==> config.mk <==
export PLATFORM = sky130hd
export DESIGN_NAME = id_issue_buf_flat
export DESIGN_NICKNAME = d
export VERILOG_FILES = /design/src/rtl/id_issue_buf_pkg.sv /design/src/rtl/id_issue_buf_if.sv /design/src/rtl/id_issue_buf.sv /design/src/flat_wrapper.sv
export SDC_FILE = /design/constraint.sdc
export NUM_CORES = 1
export LEC_CHECK = 0
export ABC_CLOCK_PERIOD_IN_PS = 2800
export BUFFER_PORTS_ARGS = -buffer_cell sky130_fd_sc_hd__buf_4
export CAP_MARGIN = 20
export CORE_UTILIZATION = 49
export CTS_BUF_LIST = sky130_fd_sc_hd__clkbuf_2 sky130_fd_sc_hd__clkbuf_4 sky130_fd_sc_hd__clkbuf_8
export CTS_CLUSTER_DIAMETER = 100
export DETAILED_ROUTE_END_ITERATION = 12
export PLACE_DENSITY = 0.72
export SKIP_CTS_REPAIR_TIMING = 1
export SLEW_MARGIN = 20
export SYNTH_ARGS = -nofsm -noshare
export SYNTH_HDL_FRONTEND = slang
export SYNTH_SLANG_ARGS = --single-unit
==> constraint.sdc <==
create_clock -name clk -period 2.8 [get_ports clk]
set_input_delay 0.28 -clock clk [delete_from_list [all_inputs] [get_ports clk]]
set_output_delay 0.28 -clock clk [all_outputs]
set_load 0.01 [all_outputs]
==> src/rtl/id_issue_buf_pkg.sv <==
// Shared definitions for the IF->ID issue buffer.
//   DEF_DEPTH          default queue depth (power of two, >= 2)
//   PC_W/INSN_W/EXP_W  pc word-address, instruction and exception-code widths
//   ISA_NOP            instruction encoding used for cleared entries
//   EXP_NO_EXP         "no exception" code
//   entry_t            one buffered fetch packet
package id_issue_buf_pkg;

    localparam int DEF_DEPTH = 4;
    localparam int PC_W      = 30;
    localparam int INSN_W    = 32;
    localparam int EXP_W     = 3;

    localparam logic [INSN_W-1:0] ISA_NOP    = '0;
    localparam logic [EXP_W-1:0]  EXP_NO_EXP = '0;

    typedef struct packed {
        logic [PC_W-1:0]   pc;
        logic [INSN_W-1:0] insn;
        logic [EXP_W-1:0]  exp_code;
    } entry_t;

    // Pointer width: index bits plus one wrap bit.
    function automatic int ptr_w(input int depth);
        return $clog2(depth) + 1;
    endfunction

endpackage

==> src/rtl/id_issue_buf_if.sv <==
// Bundle of fetch-side, decode-side and pipeline-control signals of the
// issue buffer.
//   master: pipeline side (drives if_*, stall, ld_hazard, flush; observes
//           if_ready, id_*, occupancy)
//   slave : the buffer itself
interface id_issue_buf_if
    import id_issue_buf_pkg::*;
#(
    parameter int DEPTH = DEF_DEPTH
);
    logic                    if_en;
    logic [PC_W-1:0]         if_pc;
    logic [INSN_W-1:0]       if_insn;
    logic [EXP_W-1:0]        if_exp_code;
    logic                    if_ready;

    logic                    id_en;
    logic [PC_W-1:0]         id_pc;
    logic [INSN_W-1:0]       id_insn;
    logic [EXP_W-1:0]        id_exp_code;

    logic                    stall;
    logic                    ld_hazard;
    logic                    flush;
    logic [ptr_w(DEPTH)-1:0] occupancy;

    modport master (
        output if_en, if_pc, if_insn, if_exp_code, stall, ld_hazard, flush,
        input  if_ready, id_en, id_pc, id_insn, id_exp_code, occupancy
    );

    modport slave (
        input  if_en, if_pc, if_insn, if_exp_code, stall, ld_hazard, flush,
        output if_ready, id_en, id_pc, id_insn, id_exp_code, occupancy
    );

endinterface

==> src/rtl/id_issue_buf.sv <==
// Instruction buffer between fetch and decode: a DEPTH-entry circular queue
// of {pc, insn, exp_code}. Honours stall, load-hazard bubbles and flush, and
// reports its occupancy to the pipeline controller.
// Ports:
//   clk    rising-edge clock
//   reset  asynchronous, active-low reset
//   bus    id_issue_buf_if.slave (fetch handshake, decode outputs, control)
module id_issue_buf
    import id_issue_buf_pkg::*;
#(
    parameter int DEPTH = DEF_DEPTH
) (
    input  logic           clk,
    input  logic           reset,
    id_issue_buf_if.slave  bus
);

    localparam int AW = $clog2(DEPTH);
    localparam int PW = AW + 1;

    entry_t        mem_q [DEPTH];
    logic [PW-1:0] wr_ptr_q, wr_ptr_d;
    logic [PW-1:0] rd_ptr_q, rd_ptr_d;
    logic [PW-1:0] occ;
    logic          full, empty;
    logic          push, pop, id_en;
    entry_t        head;

    // Wrap bit makes the plain difference the entry count, including DEPTH.
    assign occ   = wr_ptr_q - rd_ptr_q;
    assign full  = (occ == PW'(DEPTH));
    assign empty = (occ == '0);

    // if_ready looks only at fullness, never at this cycle's pop, so the
    // fetch side has no combinational path from stall/ld_hazard.
    assign push  = bus.if_en && !full && !bus.flush;
    assign id_en = !empty && !bus.ld_hazard;
    assign pop   = id_en && !bus.stall;

    always_comb begin
        wr_ptr_d = wr_ptr_q;
        rd_ptr_d = rd_ptr_q;
        if (bus.flush) begin
            // Redirect: drop everything, including this cycle's push and pop.
            wr_ptr_d = '0;
            rd_ptr_d = '0;
        end else begin
            if (push) wr_ptr_d = wr_ptr_q + PW'(1);
            if (pop)  rd_ptr_d = rd_ptr_q + PW'(1);
        end
    end

    always_ff @(posedge clk or negedge reset) begin
        if (!reset) begin
            wr_ptr_q <= '0;
            rd_ptr_q <= '0;
        end else begin
            wr_ptr_q <= wr_ptr_d;
            rd_ptr_q <= rd_ptr_d;
        end
    end

    // Entries are cleared on reset so the head reads as a NOP with no
    // exception while the queue is empty after reset.
    always_ff @(posedge clk or negedge reset) begin
        if (!reset) begin
            for (int i = 0; i < DEPTH; i++) begin
                mem_q[i] <= '{pc: '0, insn: ISA_NOP, exp_code: EXP_NO_EXP};
            end
        end else if (push) begin
            mem_q[wr_ptr_q[AW-1:0]] <= '{pc:       bus.if_pc,
                                         insn:     bus.if_insn,
                                         exp_code: bus.if_exp_code};
        end
    end

    // No bypass: the head always comes from the array.
    assign head            = mem_q[rd_ptr_q[AW-1:0]];

    assign bus.if_ready    = !full;
    assign bus.id_en       = id_en;
    assign bus.id_pc       = head.pc;
    assign bus.id_insn     = head.insn;
    assign bus.id_exp_code = head.exp_code;
    assign bus.occupancy   = occ;

endmodule

==> src/flat_wrapper.sv <==
// flat-port wrapper written by rule: the top's interface ports become plain ports
module id_issue_buf_flat import id_issue_buf_pkg::*;
#(
    parameter int DEPTH = DEF_DEPTH
)
  (clk, reset, bus_if_en, bus_if_pc, bus_if_insn, bus_if_exp_code, bus_stall, bus_ld_hazard, bus_flush, bus_if_ready, bus_id_en, bus_id_pc, bus_id_insn, bus_id_exp_code, bus_occupancy);
  id_issue_buf_if #(.DEPTH(DEPTH)) bus_i ();
  input  logic clk;
  input  logic reset;
  input wire logic [$bits(bus_i.if_en)-1:0] bus_if_en;
  input wire logic [$bits(bus_i.if_pc)-1:0] bus_if_pc;
  input wire logic [$bits(bus_i.if_insn)-1:0] bus_if_insn;
  input wire logic [$bits(bus_i.if_exp_code)-1:0] bus_if_exp_code;
  input wire logic [$bits(bus_i.stall)-1:0] bus_stall;
  input wire logic [$bits(bus_i.ld_hazard)-1:0] bus_ld_hazard;
  input wire logic [$bits(bus_i.flush)-1:0] bus_flush;
  output wire logic [$bits(bus_i.if_ready)-1:0] bus_if_ready;
  output wire logic [$bits(bus_i.id_en)-1:0] bus_id_en;
  output wire logic [$bits(bus_i.id_pc)-1:0] bus_id_pc;
  output wire logic [$bits(bus_i.id_insn)-1:0] bus_id_insn;
  output wire logic [$bits(bus_i.id_exp_code)-1:0] bus_id_exp_code;
  output wire logic [$bits(bus_i.occupancy)-1:0] bus_occupancy;
  assign bus_i.if_en = bus_if_en;
  assign bus_i.if_pc = bus_if_pc;
  assign bus_i.if_insn = bus_if_insn;
  assign bus_i.if_exp_code = bus_if_exp_code;
  assign bus_i.stall = bus_stall;
  assign bus_i.ld_hazard = bus_ld_hazard;
  assign bus_i.flush = bus_flush;
  assign bus_if_ready = bus_i.if_ready;
  assign bus_id_en = bus_i.id_en;
  assign bus_id_pc = bus_i.id_pc;
  assign bus_id_insn = bus_i.id_insn;
  assign bus_id_exp_code = bus_i.id_exp_code;
  assign bus_occupancy = bus_i.occupancy;
  id_issue_buf #(.DEPTH(DEPTH)) u_core (.clk(clk), .reset(reset), .bus(bus_i));
endmodule
==> results.py <==
metrics = {
    "pwr": {
        "p_comb_frac": 0.317,
        "p_leak_uw": 0.00690,
        "p_per_area_nw_per_um2": 941,
        "p_int_uw": 10600,
        "clkPwrFrac": 0.256,
        "vdd_drop_max_mv": 0.554,
        "total_power_uw": 14600,
        "seqPwrFrac": 0.427,
        "switchingPower_uw": 3930,
        "swShare": 0.270,
    },
    "cells_and_area": {
        "fin_util": 0.614,
        "nNetsFinal": 992,
        "areaGrowthSynthToFinish_pct": 23.2,
        "diodes": 0,
        "stdcell_area_um2": 15500,
        "final_layout_size_suffix_gt1_frac": 0.613,
    },
    "critical_path": {
        "crit_required_ns": 2.52,
        "critPathArrivalTime_ns": 2.40,
        "critPathLaunchType": "register",
        "startpoint": "u_core.rd_ptr_q[0]$_DFFE_PN0P_",
        "worstSetupPathType": "reg2out",
        "r2r_start": "u_core.rd_ptr_q[0]$_DFFE_PN0P_",
        "end_kind": "output pin",
        "crit_fanout": 7,
    },
    "place": {
        "port_buffers": 140,
        "dp_hpwl_um": 16300,
        "gp_congestion": 0.764,
        "place_area_um2": 13800,
    },
    "die": {
        "start_util": 0.499,
        "num_rows": 58,
        "core_um2": 25200,
        "pin_count": 141,
        "die-area_um2": 26300,
        "die_x_um": 162,
        "fp.dieH_um": 162,
    },
    "cts": {
        "h-tree-depth": 2,
        "clock_path_buffers": 3,
        "cts-buffers-inserted": 46,
        "cts_tree": "done",
        "clkSlewWorstSetupHoldPaths_ns": 0.06,
        "worstSkewPairLatency_ns": 0.55,
        "clock-root-buffer": "clkbuf_8",
        "cts_sinks": 266,
    },
    "synthesis": {
        "syn_area_per_cell_um2": 18.3,
        "yosys.area.top_type": "dfrtp_1",
        "synth-seq-cells": 266,
        "synth.top_cell.area_share": 0.530,
        "yosysSeqAreaShare": 0.530,
        "synth.area.top_cells": "dfrtp_1, mux2_4, mux4_2",
        "yosys_warnings": 0,
        "syn_inst": 686,
        "syn_area_um2": 12600,
        "syn_nets": 764,
        "synth_cell_type_count": 27,
    },
    "run": {
        "maxCapViolCount": 0,
    },
    "global_routing": {
        "grt_max_degree": 94,
        "grt_pass1_wl_um": 43700,
        "grt_pass1_vias": 7839,
        "antenna_found_initial": 0,
        "grt_usage": 0.215,
        "grt_overflow": 0,
    },
    "timing": {
        "max_freq_mhz": 373,
        "finalHoldViolations": 0,
        "rsz0062_at_grt": "false",
        "period_share": 0.958,
        "layout_min_cycle_time_ns": 2.68,
        "drv_slew": 0,
        "holdWs_ns": 0.107,
        "worst-slew-pin-transition_ns": 0.773,
        "setup_viol": 0,
        "max_slew_margin": 0.485,
        "finalClockSkew_ns": 0.0116,
        "setup-tns-final_ns": 0,
    },
    "detailed_routing": {
        "route.detailed.drc": 0,
        "dr.pass1.iters": 5,
        "avgViaCountPerCell": 5.46,
        "ant_nets": 0,
        "routedWlPerCell_um": 21.2,
        "via_count": 6962,
        "drtIter0Drc": 326,
        "wirelength_um": 27100,
    },
    "hold_path": {
        "hold_path.startpoint": "bus_flush",
        "hold_class": "in2reg",
    },
    "run_status": {
        "outcome": "complete, no violations",
    },
}
## flip-flops by register name, summed over array words and instances, names as in the netlist
register         flops
u_core.mem_q       260
u_core.rd_ptr_q      3
u_core.wr_ptr_q      3
## final timing paths
path | end | slack (ns) | depth (start not counted)
setup / recovery | bus_id_en | 0.12 | 7
hold / removal | u_core.rd_ptr_q[1]$_DFFE_PN0P_ | 0.11 | 3
setup reg to reg | u_core.mem_q[109]$_DFFE_PN0P_ | 0.19 | 6
hold reg to reg | u_core.mem_q[222]$_DFFE_PN0P_ | 0.50 | 1
max in group asynchronous | u_core.mem_q[176]$_DFFE_PN0P_ | 1.54 | 3
min in group asynchronous | u_core.mem_q[205]$_DFFE_PN0P_ | 0.33 | 2
## critical path: stages, from the launching register on
cell     delay (ns)
dfrtp_4        0.49
ha_1           0.21
fa_1           0.37
xor3_2         0.27
buf_4          0.19
nor2_4         0.13
nor2_1         0.06
buf_4          0.14
## routing by layer
layer,vias to the layer above,part of all wire,global-route usage
met2,170,0.51,0.354
li1,2995,-,-
met4,0,0.013,0.0570
met1,3765,0.43,0.278
met5,-,0,0
met3,32,0.052,0.0615
## area by class of cell
type | instances | area (um^2)
Fill cell | 1801 | 9710
Sequential cell | 266 | 6670
Multi-Input combinational cell | 370 | 5370
Timing Repair Buffer | 226 | 2020
Clock buffer | 76 | 940
Tap cell | 330 | 413
Clock inverter | 4 | 47.5
Inverter | 4 | 15.0
## cell usage in the layout, fill, tap and decap left out
cell type,Yosys,routed
buf_4,4,146
nor2_4,0,1
inv_2,0,1
and2_2,0,1
buf_12,18,12
bufinv_16,0,1
o21a_1,1,1
a21oi_4,3,4
nand2b_1,4,4
dfrtp_4,0,2
buf_6,6,1
o211a_1,1,1
clkinvlp_4,0,1
clkbuf_4,1,17
mux2i_1,2,2
dfrtp_1,266,263
mux2_2,114,114
nand2_1,3,3
fa_1,1,1
nand3b_1,4,4
mux2_4,150,150
a21oi_1,2,1
dfrtp_2,0,1
nor2b_1,3,3
a21boi_0,1,1
clkinv_2,0,2
ha_1,6,6
clkbuf_8,0,59
nor2_1,8,7
buf_8,0,1
xor3_2,1,1
dlygate4sd3_1,0,66
mux4_2,65,65
inv_1,4,3
## per-stage QoR
stage	setup WS [ns]	cells
2_1_floorplan	0.416	686
3_3_place_gp	0.188	1128
3_5_place_dp	0.130	1128
4_1_cts	-0.163	1208
5_1_grt	0.00488	1276
6_report	0.118	1276
## Yosys cell counts, drive strengths merged
cell type  number
and2            1
nor2            8
nand3b          4
inv             4
clkbuf          9
ha              6
nor2b           3
mux2          264
fa              1
mux2i           2
xor3            1
a21boi          1
nand2           3
dfrtp         266
buf            37
o211a           1
mux4           65
o21a            1
a21oi           5
nand2b          4
## cell families after synthesis
logic type | after synthesis | share of synthesized area
AO/OA/AOI/OAI | 8 | 0.00668
XOR/XNOR | 1 | 0.00199
adder cells (fa/ha/maj) | 7 | 0.00757
buffers and inverters | 50 | 0.0441
flip-flops | 266 | 0.530
multiplexers | 331 | 0.400
AND/OR/NAND/NOR | 23 | 0.00967
## power groups by stage
stage                     combinational [uW]  sequential, uW  clock [uW]
after floorplan                         3240            5910           0
after global placement                  4400            6070           0
after detailed placement                4550            6230           0
after CTS                               4580            6200        3850
after global routing                    4940            6380        4030
final                                   4610            6210        3730
Note: power is estimated with default switching activity, not from simulation.
